<file path="src/rtl/speed_meter_if.sv">
// speed_meter_if: reed input and speed result bundle between the wheel sensor front end and its consumers
interface speed_meter_if #(parameter int WIDTH = 12);
    logic             reed;
    logic [WIDTH-1:0] speed;
    logic             valid;
    logic             busy;
    modport master (output reed, input speed, valid, busy);
    modport slave (input reed, output speed, valid, busy);
endinterface

</file>
<file path="src/rtl/speed_meter.sv">
// speed_meter: times reed-pulse intervals and divides K by the period to produce speed in 0.1 km/h
module speed_meter #(
    parameter int WIDTH      = 12,
    parameter int PW         = 16,
    parameter int KW         = 24,
    parameter int K          = 75600,
    parameter int MIN_PERIOD = 32,
    parameter int TIMEOUT    = 4000
) (
    input logic         clk,
    input logic         r,
    speed_meter_if.slave bus
);
    localparam int IW = $clog2(KW);
    localparam logic [KW-1:0] KV = KW'(K);
    localparam logic [KW-1:0] SMAX = KW'((1 << WIDTH) - 1);
    typedef enum logic [1:0] {IDLE, DIV, DONE} state_t;
    state_t state_q, state_d;
    logic s1_q, s2_q, s3_q;
    logic [PW-1:0] cnt_q, cnt_d, per_q, per_d;
    logic armed_q, armed_d;
    logic [PW:0] rem_q, rem_d;
    logic [KW-1:0] quo_q, quo_d;
    logic [IW-1:0] idx_q, idx_d;
    logic [WIDTH-1:0] speed_q, speed_d;
    logic valid_q, valid_d;
    logic strobe, accept, restart, ge;
    logic [PW+1:0] r_sh;
    always_comb begin
        strobe  = s2_q & ~s3_q;
        accept  = strobe & armed_q & (cnt_q >= PW'(MIN_PERIOD));
        restart = strobe & (~armed_q | accept);
        r_sh    = {rem_q, KV[idx_q]};
        ge      = r_sh >= {2'b0, per_q};
        state_d = state_q;
        cnt_d   = restart ? PW'(1) : (&cnt_q ? cnt_q : cnt_q + PW'(1));
        per_d   = accept ? cnt_q : per_q;
        armed_d = armed_q | strobe;
        rem_d   = rem_q;
        quo_d   = quo_q;
        idx_d   = idx_q;
        speed_d = speed_q;
        valid_d = 1'b0;
        case (state_q)
            IDLE: begin
                if (accept) begin
                    state_d = DIV;
                    rem_d   = '0;
                    quo_d   = '0;
                    idx_d   = IW'(KW - 1);
                end else if (armed_q && cnt_q == PW'(TIMEOUT)) begin
                    speed_d = '0;
                    valid_d = 1'b1;
                    armed_d = 1'b0;
                end
            end
            DIV: begin
                rem_d        = ge ? (PW+1)'(r_sh - {2'b0, per_q}) : r_sh[PW:0];
                quo_d[idx_q] = ge;
                idx_d        = idx_q - IW'(1);
                // result is registered on the last iteration so it is visible during DONE
                if (idx_q == '0) begin
                    state_d = DONE;
                    speed_d = (quo_d > SMAX) ? '1 : quo_d[WIDTH-1:0];
                    valid_d = 1'b1;
                end
            end
            default: state_d = IDLE;
        endcase
    end
    always_ff @(posedge clk) begin
        if (!r) begin
            state_q <= IDLE;
            s1_q    <= 1'b0;
            s2_q    <= 1'b0;
            s3_q    <= 1'b0;
            cnt_q   <= '0;
            per_q   <= '0;
            armed_q <= 1'b0;
            rem_q   <= '0;
            quo_q   <= '0;
            idx_q   <= '0;
            speed_q <= '0;
            valid_q <= 1'b0;
        end else begin
            state_q <= state_d;
            s1_q    <= bus.reed;
            s2_q    <= s1_q;
            s3_q    <= s2_q;
            cnt_q   <= cnt_d;
            per_q   <= per_d;
            armed_q <= armed_d;
            rem_q   <= rem_d;
            quo_q   <= quo_d;
            idx_q   <= idx_d;
            speed_q <= speed_d;
            valid_q <= valid_d;
        end
    end
    assign bus.speed = speed_q;
    assign bus.valid = valid_q;
    assign bus.busy  = state_q != IDLE;
endmodule

</file>
<file path="src/flat_wrapper.sv">
// flat-port wrapper written by rule: the top's interface ports become plain ports
module speed_meter_flat 
#(
    parameter int WIDTH      = 12,
    parameter int PW         = 16,
    parameter int KW         = 24,
    parameter int K          = 75600,
    parameter int MIN_PERIOD = 32,
    parameter int TIMEOUT    = 4000
)
  (clk, r, bus_reed, bus_speed, bus_valid, bus_busy);
  speed_meter_if #(.WIDTH(WIDTH)) bus_i ();
  input logic clk;
  input logic r;
  input wire logic [$bits(bus_i.reed)-1:0] bus_reed;
  output wire logic [$bits(bus_i.speed)-1:0] bus_speed;
  output wire logic [$bits(bus_i.valid)-1:0] bus_valid;
  output wire logic [$bits(bus_i.busy)-1:0] bus_busy;
  assign bus_i.reed = bus_reed;
  assign bus_speed = bus_i.speed;
  assign bus_valid = bus_i.valid;
  assign bus_busy = bus_i.busy;
  speed_meter #(.WIDTH(WIDTH), .PW(PW), .KW(KW), .K(K), .MIN_PERIOD(MIN_PERIOD), .TIMEOUT(TIMEOUT)) u_core (.clk(clk), .r(r), .bus(bus_i));
endmodule
</file>
<file path="config.mk">
export PLATFORM = sky130hd
export DESIGN_NAME = speed_meter_flat
export DESIGN_NICKNAME = d
export VERILOG_FILES = /design/src/rtl/speed_meter_if.sv /design/src/rtl/speed_meter.sv /design/src/flat_wrapper.sv
export SDC_FILE = /design/constraint.sdc
export NUM_CORES = 1
export LEC_CHECK = 0
export BUFFER_PORTS_ARGS = -buffer_cell sky130_fd_sc_hd__clkbuf_2
export CAP_MARGIN = 0
export CELL_PAD_IN_SITES_DETAIL_PLACEMENT = 1
export CELL_PAD_IN_SITES_GLOBAL_PLACEMENT = 1
export CORE_MARGIN = 1
export CORE_UTILIZATION = 49
export CTS_BUF_LIST = sky130_fd_sc_hd__clkbuf_8
export CTS_CLUSTER_DIAMETER = 80
export DETAILED_ROUTE_END_ITERATION = 16
export PLACE_DENSITY = 0.84
export SLEW_MARGIN = 10
export SYNTH_ARGS = -nofsm -noshare
export SYNTH_HDL_FRONTEND = slang
export SYNTH_SLANG_ARGS = --single-unit
</file>
<file path="constraint.sdc">
create_clock -name clk -period 3.7 [get_ports clk]
set_input_delay 0.74 -clock clk [delete_from_list [all_inputs] [get_ports clk]]
set_output_delay 0.74 -clock clk [all_outputs]
set_load 0.05 [all_outputs]
</file>
# After elaboration in Yosys (flattened, before gate mapping)
# Memories as Yosys holds them, arrays and structs flattened. A register that Yosys moved wholly into a read port is not among the register bits.
# Index checks and enable logic that the tools add are counted.
word_totals:
  output_inout_bits: 14
  mem_count: 1
  elab_cells: 79
  mem_bits_ro: 32
  register_bits: 97
  input_bits: 3
memory_table:
  columns: ["memory", "depth", "width", "rd", "rd_ports_with_merged_regs", "wr", "line_no", "text"]
  rows:
  - ["(no name shown)", 32, 1, 1, 1, 0, "speed_meter.sv:33", "r_sh = {rem_q, KV[idx_q]};"]
op_classes:
  add_sub_neg: 3
  order_cmp: 5
  bitwise_logic: 9
  reduce_logical: 11
  mux: 30
  eq_ne: 7
op_table:
  columns: ["op", "count"]
  rows:
  - ["12-bit 2-to-1 mux", 4]
  - ["24-bit one-hot mux with 2 select lines", 1]
  - ["17-bit 2-to-1 mux", 2]
  - ["17-bit one-hot mux with 2 select lines", 1]
  - ["24-bit bitwise mux", 1]
  - ["24-bit by 12-bit greater-than comparator with 1-bit output, second input constant", 1]
  - ["24-bit 2-to-1 mux", 1]
  - ["12-bit one-hot mux with 2 select lines", 1]
  - ["18-bit by 16-bit >= comparator with 1-bit output", 1]
  - ["17-bit by 16-bit subtractor with 17-bit output", 1]
  - ["16-bit by 1-bit adder with 16-bit output, second input constant", 1]
  - ["16-bit by 12-bit == test with 1-bit output, second input constant", 1]
  - ["16-bit by 6-bit >= comparator with 1-bit output, second input constant", 1]
  - ["16-bit AND reduction", 1]
  - ["5-bit 2-to-1 mux", 3]
  - ["1-bit 2-to-1 mux", 10]
  - ["5-bit one-hot mux with 2 select lines", 1]
  - ["2-bit by 1-bit inequality test with 1-bit output, second input constant", 4]
  - ["5-bit by 6-bit less-than comparator with 1-bit output, second input constant", 1]
  - ["1-bit demux with 5-bit select", 1]
  - ["5-bit by 1-bit >= comparator with 1-bit output, second input constant", 1]
  - ["5-bit logical NOT", 1]
  - ["5-bit by 1-bit subtractor with 5-bit output, second input constant", 1]
  - ["1-bit AND", 4]
  - ["13 further kinds", 20]

# Logic depth before layout (Yosys ltp)
logic_depth:
  word_depth: 9
  depth_mapped: 12
  ltp_nobuf: 10

# Least setup slack after synthesis
# No wires, ideal clock.
synth_path:
  kind: "flip-flop to flip-flop"
  start: "register, netlist name u_core.r_sh[0]"
  end: "register u_core.quo_q[14]"
  n_path_buf: 2
  required_time_ns: 3.608
  path_stages_with_launch: 13
  path_slack_ns: 1.156
  setup_ns: 0.092
  t_arrival_ns: 2.452
  period_less_slack_ns: 2.544
  cell_sequence: "dfxtp_1 -> inv_1 -> ha_1 -> fa_1 -> nor2b_1 -> o31a_1 -> o211ai_1 -> a21oi_1 -> or2_1 -> buf_2 -> nand2_1 -> buf_2 -> o32ai_1"
synth_lines:
  columns: ["element", "line_no", "text"]
  rows:
  - ["end signal, assigned", "speed_meter.sv:94", "quo_q <= quo_d;"]
  - ["end, declared", "speed_meter.sv:23", "logic [KW-1:0] quo_q, quo_d;"]

==> metrics list <==
* Status: complete, no violations
- Hold timing on the final database bottoms out at a slack of 0.459 ns.
- The final critical path takes up between 90% and 100% of the cycle.
- Power spread over the standard cell area amounts to 342 mW/mm².
- Number of global-route vias before repair: around 5,000
* DIE WIDTH: approximately 110 µm
- Type of the setup path with the least slack: reg -> reg
* Sequential-to-total area share from yosys stat: 36.3%
* Area occupied by multi-input gates: ~0.0031 mm²
* R2R setup slack: between 0.3 and 0.4 ns
* Max_cap viols: 0
- Data arrives at the worst endpoint at around 3.7 ns.
- The synthesized netlist contains 70 unique library cells.
- Achievable clock frequency: between 200 and 300 MHz
- Clock edge transition at the registers on the reported setup and hold paths: 0.10 ns
- In this run the biggest area consumer among cell types represents a little over a third of the synthesized area.
* Remaining design rule violation count: 0
- Summed over all nets, the switching power comes to ~0.00045 W.
- Count of yosys warnings during synthesis: 0
* Worst min-delay path startpoint: u_core.s1_q
- Highest routed metal layer: met4
* Area Overhead vs Synth: 7.31%
- Hold repair after CTS inserted 0 buffers.
* Maximum number of pins on one net before global-route repair: 35
- Clock Root Buffer: sky130_fd_sc_hd__clkbuf_8
- The die is around 110 µm tall.
- Clock Sinks: 97
* Gate count of the mapped netlist: about 650
- Dominant cell type by area after synthesis: sky130_fd_sc_hd__dfxtp_1
* Pins over their slew limit: 0
- Initial core utilization: between 50% and 60%
- Synthesized area: 0.00534 mm²
* Primary FF master, synth: sky130_fd_sc_hd__dfxtp_1
* Slew Limit Headroom: 28.9%
- Per report_power, the combinational group accounts for ~1.8% of the total.
- Worst r2r path cells: 10
- Placer congestion estimate: around 0.90
- PnR Total Power: 0.00196 W
* Overall overflow remaining after global route: 0
- Counting the buffers created by CTS gives 9.
- Of the cells placed in the final design, the portion with a size suffix greater than 1 is 7.93%.
* Worst Hold Class: reg -> reg
- In the routed layout, each cell is associated on average with a via count of a little over 6.
* DRC marker count from the first detailed-route iteration: ~210
- FF+latch count, synth: slightly below 100
- The core region is 0.0105 mm².
- After clock tree synthesis, the repair step resized 0 gates.
- Worst supply voltage drop on vdd: 0.000241 V
- Summed over all layers, the routed wires come to roughly 15 mm.
- Routed met3 length: ~510 µm
- The worst path in the final design needs a cycle of roughly 3.4 ns, including I/O delays and setup.
- Worst skew pair latency: between 0.3 and 0.4 ns
- Global-route wire length before repair: approximately 25 mm
* Required time of the worst setup path: 3.99 ns
- Setup violations remaining at the end of the flow were counted as 0.
- Fin nets: approximately 680
* Num rows: 37
* Total iterations of the first detailed-routing run: 4
- Sequential group share of total power: 53.8%
- Fraction of synthesis flops using an asynchronous set or reset pin: 0%
- Clock power share: approximately 44%
- Worst setup SP type: flop
- The H-tree was split into 3 levels.
- Startpoint of the most critical register-to-register path: u_core.r_sh[0]
* Count of flip-flops with a built-in enable after synthesis: 0
- Yosys attributes the largest share of cell area to sky130_fd_sc_hd__dfxtp_1, sky130_fd_sc_hd__nor2_1, sky130_fd_sc_hd__ha_1.
* Via count: roughly 4,800
- Detailed routing placed a total of 7.11 mm of wire on met2.
* Number of fillers in the final layout: between 1,000 and 1,500
- TritonCTS built the clock tree.
- Between clock sinks in the finished design, the worst skew comes to about 0.011 ns.
- Net switching is between 20% and 30% of the power.
- Initial antenna violation count: 0
- After clock tree synthesis, the setup repair step added 0 buffers.
- DRT met1 WL: 7.01 mm
* Post-synthesis net count: a little under 700
* Detailed placement HPWL: roughly 11 mm
- Reg area: 0.00194 mm²
* Setup repair after global routing missed its margin: false
- I/O pin cnt: 17
* PortBufs: 16
* Worst reg2reg endpoint: u_core.quo_q[17]
* ANT nets after route: 0
- The number of failing hold endpoints at the final stage came to 0.
* Detailed-route wire length per cell: roughly 19 µm
- Longest Clk Path Bufs: 2
- Total negative slack: 0 ns
- Worst-case hold path end point: u_core.s2_q
- Internal power comes to roughly 0.0015 W.
- The average instance in the mapped netlist occupies just over 8 µm².
* Leakage power summed over all cells: between 2 and 2.5 nW
* Overall global routing resource usage: between 20 and 30%
* Category of the worst setup path capture point: flop
- Along the worst hold path, the cell count comes to 1.
- Overall die area: between 0.01 and 0.015 mm²
- Number of inserted diodes: 0
- Pin slew with the least headroom to its limit: ~1.1 ns
* Crit-path max FO: 11
-- metal layers --
layer / global-route usage (%) / vias up
met1: 35.8 / 2374
li1: - / 2348
met2: 46.4 / 86
met3: 4.54 / 28
met4: 10.6 / 0
met5: 0 / -
-- how the worst max path moves through the flow --
stage                       end  slack [ns]      startpoint
2_1_floorplan  u_core.quo_q[14]        1.16  u_core.r_sh[0]
3_3_place_gp   u_core.quo_q[17]        0.71  u_core.r_sh[0]
3_5_place_dp   u_core.quo_q[17]        0.42  u_core.r_sh[0]
4_1_cts        u_core.quo_q[17]        0.37  u_core.r_sh[0]
5_1_grt        u_core.quo_q[17]        0.16  u_core.r_sh[0]
6_report       u_core.quo_q[17]        0.33  u_core.r_sh[0]
-- cell families after synthesis --
logic type / Yosys count / share of synthesized area, %
buffers and inverters: 63 / 5.04
xor gates and xnor gates: 19 / 3.11
DFF: 97 / 36.3
AOI/OAI and AO/OA: 170 / 22.0
and+or+nand+nor: 260 / 24.4
muxes: 18 / 3.37
adders and majority gates: 24 / 5.76
-- worst max-delay path: stages (launching register included) --
cell and delay (ns):
sky130_fd_sc_hd__dfxtp_1 0.36, sky130_fd_sc_hd__inv_1 0.05, sky130_fd_sc_hd__ha_1 0.23, sky130_fd_sc_hd__fa_1 0.48
sky130_fd_sc_hd__nor2b_1 0.17, sky130_fd_sc_hd__o31a_1 0.25, sky130_fd_sc_hd__o211ai_1 0.16, sky130_fd_sc_hd__a21oi_1 0.36
sky130_fd_sc_hd__or2_1 0.46, sky130_fd_sc_hd__nand2_1 0.38, sky130_fd_sc_hd__o32ai_1 0.37
-- cells in the mapped netlist, types with 3 or more instances --
cell,n
sky130_fd_sc_hd__o211ai_1,3
sky130_fd_sc_hd__nor2b_1,5
sky130_fd_sc_hd__and2_1,10
sky130_fd_sc_hd__nand2_1,62
sky130_fd_sc_hd__o32ai_1,11
sky130_fd_sc_hd__o21a_1,7
sky130_fd_sc_hd__a22oi_1,7
sky130_fd_sc_hd__dfxtp_1,97
sky130_fd_sc_hd__nand2b_1,10
sky130_fd_sc_hd__a21oi_1,39
sky130_fd_sc_hd__or4_1,3
sky130_fd_sc_hd__buf_2,10
sky130_fd_sc_hd__o21ai_0,37
sky130_fd_sc_hd__nand4_1,5
sky130_fd_sc_hd__nand4bb_1,3
sky130_fd_sc_hd__and3_1,11
sky130_fd_sc_hd__clkbuf_1,19
sky130_fd_sc_hd__or3_1,3
sky130_fd_sc_hd__a31oi_1,4
sky130_fd_sc_hd__a22o_1,10
sky130_fd_sc_hd__nor2_1,77
sky130_fd_sc_hd__inv_1,28
sky130_fd_sc_hd__ha_1,23
sky130_fd_sc_hd__nand4b_1,7
sky130_fd_sc_hd__xnor2_1,10
sky130_fd_sc_hd__a221o_1,3
sky130_fd_sc_hd__a21boi_0,3
sky130_fd_sc_hd__a21o_1,8
sky130_fd_sc_hd__a32oi_1,16
sky130_fd_sc_hd__mux2i_1,18
sky130_fd_sc_hd__nor3_1,14
sky130_fd_sc_hd__or2_2,3
sky130_fd_sc_hd__nand3_1,28
sky130_fd_sc_hd__xor2_1,9
-- flip-flops by register name (all words and copies together), names as in the netlist, 2 cells and up --
signal and flops:
u_core.bus.speed 12, u_core.cnt_q 16, u_core.idx_q 5, u_core.per_q 16, u_core.quo_q 23, u_core.rem_q 17
u_core.state_q 2
-- placed cells by master (no fill, tap or decap), types with 11 or more instances in the layout --
master / n
sky130_fd_sc_hd__nor3_1: 14
sky130_fd_sc_hd__inv_1: 28
sky130_fd_sc_hd__ha_1: 23
sky130_fd_sc_hd__o21ai_0: 37
sky130_fd_sc_hd__mux2i_1: 18
sky130_fd_sc_hd__nand3_1: 28
sky130_fd_sc_hd__a21oi_1: 39
sky130_fd_sc_hd__nand2_1: 62
sky130_fd_sc_hd__o32ai_1: 11
sky130_fd_sc_hd__dfxtp_1: 97
sky130_fd_sc_hd__a32oi_1: 16
sky130_fd_sc_hd__nor2_1: 77
sky130_fd_sc_hd__and3_1: 11
sky130_fd_sc_hd__clkbuf_2: 16
-- per-stage QoR --
stage               instances  utilization (%)  cell area (µm²)  setup WS, ns
CTS                       792             54.8             5730         0.367
finish                    792             54.8             5730         0.331
global route              792             54.8             5730         0.156
global placement          776             52.4             5480         0.711
detailed placement        776             52.4             5480         0.418
floorplan                 651                -             5340          1.16
-- power by group through the flow --
stage	sequential (W)	clock (W)	combinational, W
after global placement	0.00108	0	0.0000335
after detailed placement	0.00108	0	0.0000352
after floorplan	0.00108	0	0.0000263
final	0.00105	0.000869	0.0000353
after CTS	0.00105	0.000881	0.0000356
after global routing	0.00106	0.000928	0.0000398
-- cell type report --
class                   count  share of cell area (%)
multi-input cells         491                    54.7
well taps                 136                    2.97
inverters                  30                    1.96
repair buffers             22                    2.18
clock buffers               9                    2.16
clock inverters             7                    2.18
flip-flops and latches     97                    33.9
Note: power is estimated with default switching activity, not from simulation.
